[config.mk]
export PLATFORM = sky130hd
export DESIGN_NAME = multicycle_alu
export DESIGN_NICKNAME = d
export VERILOG_FILES = /design/src/rtl/multicycle_alu.sv
export SDC_FILE = /design/constraint.sdc
export NUM_CORES = 1
export LEC_CHECK = 0
export BUFFER_PORTS_ARGS = -buffer_cell sky130_fd_sc_hd__buf_2
export CORE_MARGIN = 5
export CORE_UTILIZATION = 35
export CTS_CLUSTER_SIZE = 24
export DETAILED_ROUTE_END_ITERATION = 7
export PLACE_DENSITY = 0.54
export SLEW_MARGIN = 20
export SYNTH_ARGS = -nofsm -noshare
export SYNTH_HDL_FRONTEND = slang
export SYNTH_SLANG_ARGS = --single-unit
[constraint.sdc]
create_clock -name CLK -period 5.5 [get_ports CLK]
set_input_delay 0.55 -clock CLK [delete_from_list [all_inputs] [get_ports CLK]]
set_output_delay 0.55 -clock CLK [all_outputs]
set_load 0.05 [all_outputs]
[src/rtl/multicycle_alu.sv]
// Multi-cycle ALU: single-cycle logic/arith, bit-serial shifts, optional shift-add MUL (ALU_MUL_EN).
// Latency: 1 edge for ops 000-100, max(1,n) edges for shifts, WIDTH edges for MUL.
// Backpressure: BUSY high while iterating; START is ignored until the state returns to IDLE.
module multicycle_alu #(
    parameter int WIDTH = 8,
    parameter int SHW   = $clog2(WIDTH) + 1
) (
    input  logic             CLK,
    input  logic             RESET,
    input  logic             START,
    input  logic [WIDTH-1:0] DATA1,
    input  logic [WIDTH-1:0] DATA2,
    input  logic [2:0]       SELECT,
    output logic [WIDTH-1:0] RESULT,
    output logic             ZERO,
    output logic             CARRY,
    output logic             BUSY,
    output logic             DONE
);

`ifdef ALU_MUL_EN
    typedef enum logic [1:0] {ST_IDLE, ST_SHIFT, ST_MUL} state_t;
    logic [WIDTH-1:0] acc, mcand, mplier, acc_nxt;
`else
    typedef enum logic [1:0] {ST_IDLE, ST_SHIFT} state_t;
`endif

    state_t           state, state_nxt;
    logic [WIDTH:0]   sum_w, diff_w;
    logic [SHW-1:0]   shamt, cnt;
    logic [WIDTH-1:0] op_res, work, work_sh;
    logic             op_carry, multi_shift, shift_left;

    always_comb begin
        sum_w    = {1'b0, DATA1} + {1'b0, DATA2};
        diff_w   = {1'b0, DATA1} - {1'b0, DATA2};
        shamt    = (DATA2[SHW-1:0] > SHW'(WIDTH)) ? SHW'(WIDTH) : DATA2[SHW-1:0];
        multi_shift = ((SELECT == 3'b101) || (SELECT == 3'b110)) && (shamt > SHW'(1));
        op_res   = '0;
        op_carry = 1'b0;
        // For shifts this is the first one-bit step; it is the final value only when n<=1.
        case (SELECT)
            3'b000: op_res = DATA2;
            3'b001: begin op_res = sum_w[WIDTH-1:0];  op_carry = sum_w[WIDTH];  end
            3'b010: op_res = DATA1 & DATA2;
            3'b011: op_res = DATA1 | DATA2;
            3'b100: begin op_res = diff_w[WIDTH-1:0]; op_carry = diff_w[WIDTH]; end
            3'b101: op_res = (shamt == '0) ? DATA1 : (DATA1 << 1);
            3'b110: op_res = (shamt == '0) ? DATA1 : (DATA1 >> 1);
            default: op_res = '0;
        endcase
        work_sh = shift_left ? (work << 1) : (work >> 1);
`ifdef ALU_MUL_EN
        acc_nxt = acc + (mplier[0] ? mcand : '0);
`endif
    end

    always_ff @(posedge CLK) begin
        if (RESET) state <= ST_IDLE;
        else       state <= state_nxt;
    end

    always_comb begin
        state_nxt = state;
        case (state)
            ST_IDLE: begin
                if (START) begin
                    if (multi_shift) state_nxt = ST_SHIFT;
`ifdef ALU_MUL_EN
                    else if (SELECT == 3'b111) state_nxt = ST_MUL;
`endif
                end
            end
            ST_SHIFT: if (cnt == SHW'(1)) state_nxt = ST_IDLE;
`ifdef ALU_MUL_EN
            ST_MUL:   if (cnt == SHW'(1)) state_nxt = ST_IDLE;
`endif
            default:  state_nxt = ST_IDLE;
        endcase
    end

    always_comb begin
        BUSY = (state != ST_IDLE);
    end

    always_ff @(posedge CLK) begin
        if (RESET) begin
            RESULT     <= '0;
            ZERO       <= 1'b1;
            CARRY      <= 1'b0;
            DONE       <= 1'b0;
            cnt        <= '0;
            work       <= '0;
            shift_left <= 1'b0;
`ifdef ALU_MUL_EN
            acc        <= '0;
            mcand      <= '0;
            mplier     <= '0;
`endif
        end else begin
            DONE <= 1'b0;
            case (state)
                ST_IDLE: begin
                    if (START) begin
                        if (multi_shift) begin
                            work       <= op_res;
                            cnt        <= shamt - SHW'(1);
                            shift_left <= (SELECT == 3'b101);
                        end
`ifdef ALU_MUL_EN
                        else if (SELECT == 3'b111) begin
                            // Multiplier bit 0 is consumed on the accept edge.
                            acc    <= DATA2[0] ? DATA1 : '0;
                            mcand  <= DATA1 << 1;
                            mplier <= DATA2 >> 1;
                            cnt    <= SHW'(WIDTH - 1);
                        end
`endif
                        else begin
                            RESULT <= op_res;
                            ZERO   <= (op_res == '0);
                            CARRY  <= op_carry;
                            DONE   <= 1'b1;
                        end
                    end
                end
                ST_SHIFT: begin
                    if (cnt == SHW'(1)) begin
                        RESULT <= work_sh;
                        ZERO   <= (work_sh == '0);
                        CARRY  <= 1'b0;
                        DONE   <= 1'b1;
                    end else begin
                        work <= work_sh;
                        cnt  <= cnt - SHW'(1);
                    end
                end
`ifdef ALU_MUL_EN
                ST_MUL: begin
                    if (cnt == SHW'(1)) begin
                        RESULT <= acc_nxt;
                        ZERO   <= (acc_nxt == '0);
                        CARRY  <= 1'b0;
                        DONE   <= 1'b1;
                    end else begin
                        acc    <= acc_nxt;
                        mcand  <= mcand << 1;
                        mplier <= mplier >> 1;
                        cnt    <= cnt - SHW'(1);
                    end
                end
`endif
                default: ;
            endcase
        end
    end

endmodule

==> impl_metrics.py <==
metrics = {
    "outcome": {
        "status": "finished clean",
    },
    "timing": {
        "drv_slew": 0,
        "period_share": 0.509,
        "skew_ps": 12.9,
        "finalSetupViolCount": 0,
        "worst_slew_pin_slew_ps": 943,
        "period_minus_slack_ps": 2800,
        "setup_tns_ps": 0,
        "fmax_mhz": 357,
        "hold_violations": 0,
        "relSlewSlack": 0.369,
        "rsz0062_at_grt": "no",
    },
    "grt": {
        "grt_max_degree": 29,
        "grt_pass1_vias": 2595,
        "overflow": 0,
        "grt_usage": 0.161,
        "grt_antenna_before_repair": 0,
        "grt_pass1_wl_mm": 12.9,
    },
    "route": {
        "ant_nets": 0,
        "drtIter0Drc": 127,
        "route.detailed.drc": 0,
        "wl_per_cell_um": 15.8,
        "vias": 2672,
        "wl_mm": 7.51,
        "routed_via_density": 5.61,
        "firstDrtPassIters": 4,
    },
    "layout": {
        "stdcell_count": 476,
        "fin_area_um2": 2870,
        "drive_gt1_frac": 0.111,
        "diodes": 0,
        "mostFrequentLayoutCell": "nand2_1",
        "final_core_utilization": 0.394,
        "num-nets-final": 431,
        "syn_to_final_growth_pct": 9.02,
        "final_cell_mix": "50 x nand2_1, 35 x a21oi_1, 33 x buf_2, 29 x nor2_1, 29 x ha_1",
        "nFillCells": 807,
    },
    "power_and_ir_drop": {
        "peakVddDrop_uv": 96.3,
        "p_leak_nw": 1.22,
        "p_total_mw": 0.570,
        "p_per_area_nw_per_um2": 198,
    },
    "placed_design": {
        "place.gp.congestion": 0.877,
        "port_buffers": 33,
        "dp_hpwl_mm": 5.76,
        "dp_cells": 472,
        "place_area_um2": 2820,
    },
    "setup_path": {
        "crit_arrival_ps": 2980,
        "slowest_stage": "nor2_1",
        "crit_family": "simple AND/OR/NAND/NOR gates",
        "reg2reg_slack_ps": 3010,
        "path_cells": "buf_2, inv_1, nand2_1, inv_1, ha_1, nor2_1, o311ai_1, nor2_1, nor2_1, nor2_1, a21oi_1, a211oi_1",
        "cp_num_buf_inv": 3,
        "crit_required_ps": 5680,
        "critPathKind": "input pin to flip-flop",
        "reg2reg_from": "state[0]",
        "crit_path_end_kind": "flip-flop",
        "worstPathMaxFanout": 15,
        "crit_start": "DATA2[3]",
        "slowest_delay_ps": 760,
        "path_common_cell": "nor2_1",
        "cp-start-kind": "input pin",
    },
    "clock_network": {
        "path_clk_slew_ps": 100,
        "cts_setup_buffers": 0,
        "clockBufferDepth": 2,
        "cts_sinks": 25,
        "cts_root_buffer": "clkbuf_8",
        "cts.repair.resized": 0,
        "holdBufCountCts": 0,
        "insertion_delay_ps": 280,
        "cts_tree": "built",
        "htreeDepth": 1,
        "cts_made_buffers": 3,
    },
    "yosys": {
        "synth-compound-area-share": 0.274,
        "syn_area_um2": 2640,
        "synth_edf_count": 0,
        "synth_cell_types": 58,
        "synthSimpleGateAreaFrac": 0.230,
        "synth_fa_ha_area_frac": 0.153,
        "syn-num-nets": 414,
        "syn_inst": 361,
        "ys_seq_area_frac": 0.190,
        "ys_seq_elements": 25,
        "synth_area_per_cell_um2": 7.30,
        "ys_warn_count": 0,
        "async_flop_share": 0,
        "synth_xor_area_frac": 0.0327,
        "synthFlopType": "dfxtp_1",
        "synth_top_family_by_area": "compound AO/OA/AOI/OAI gates",
        "synth_mux_area_frac": 0.0418,
    },
    "die": {
        "start_util": 0.362,
        "pin_count": 34,
        "die_y_um": 96.8,
        "dieArea_um2": 9370,
        "die_w_um": 96.8,
        "rows": 31,
        "coreArea_um2": 7290,
    },
    "hold_path": {
        "hp-start": "RESULT[3]",
        "hp-class": "flip-flop to flip-flop",
    },
    "run": {
        "max_cap_viol_count": 0,
    },
}
-- registers in the layout (all words and copies together) (netlist names) --
register,flops
cnt,4
shift_left,1
state,1
DONE,1
ZERO,1
work,8
CARRY,1
RESULT,8
-- final timing paths --
check,endpoint,cells after the start
worst max-delay path,cnt[0],12
worst max register to register,ZERO,7
worst min register to register,RESULT[3],2
worst min-delay path,RESULT[3],2
-- cells in the mapped netlist (all sizes together) (3+ instances only) --
cell type | instances | area share
nand2 | 50 | 0.071
a21oi | 35 | 0.066
ha | 29 | 0.14
nor2 | 29 | 0.041
inv | 28 | 0.040
dfxtp | 25 | 0.19
clkbuf | 12 | 0.017
mux2i | 11 | 0.042
a211oi | 10 | 0.028
o21ai | 10 | 0.019
buf | 9 | 0.021
nor3 | 9 | 0.017
nand3 | 7 | 0.013
a22oi | 6 | 0.017
a221oi | 5 | 0.017
nand4 | 5 | 0.012
nor3b | 5 | 0.014
xnor2 | 5 | 0.017
and3 | 4 | 0.0095
nor4 | 4 | 0.0095
o22a | 4 | 0.013
o22ai | 4 | 0.0095
xor2 | 4 | 0.016
a21o | 3 | 0.0085
a31oi | 3 | 0.0071
nand2b | 3 | 0.0071
nor2b | 3 | 0.0071
o211ai | 3 | 0.0085
o31ai | 3 | 0.0085
-- kinds of logic after synthesis --
| logic type | Yosys count |
|---|---|
| flops | 25 |
| simple gates | 129 |
| mux | 11 |
| buf+inv | 49 |
| xor+xnor | 9 |
| fa+ha+maj | 31 |
| compound gates | 107 |
-- layout make-up --
cell class,instances,area [um2],share of cell area
Multi-Input combinational cell,287,1930,0.671
Timing Repair Buffer,33,165,0.0575
Tap cell,99,124,0.0431
Clock inverter,1,8.76,0.00305
Clock buffer,3,41.3,0.0144
Sequential cell,25,500,0.174
Inverter,28,105,0.0366
-- worst min-delay path, cell delays in order (launching register included) --
cell,delay (ps)
dfxtp_1,320
nand2_1,50
a21oi_1,50
-- per-stage QoR --
step | hold WS, ps | setup WS [ps]
floorplan | 436 | 3050
global placement | 439 | 2450
detailed placement | 445 | 2400
CTS | 460 | 2680
global route | 482 | 2350
finish | 457 | 2700
-- metal layers --
layer	wire [um]	GRT usage	vias to the layer above
met2	3320	0.254	60
met4	127	0.0324	0
met1	3820	0.231	1268
met5	0	0	-
li1	-	-	1330
met3	240	0.0237	14
-- where the power goes --
group          total, mW  internal (mW)  leakage (nW)  switching [mW]
sequential         0.209          0.196         0.204          0.0130
clock              0.118         0.0532        0.0261          0.0646
combinational      0.243         0.0851         0.987           0.158
total              0.570          0.334          1.22           0.236
Note: power is estimated with default switching activity, not from simulation.
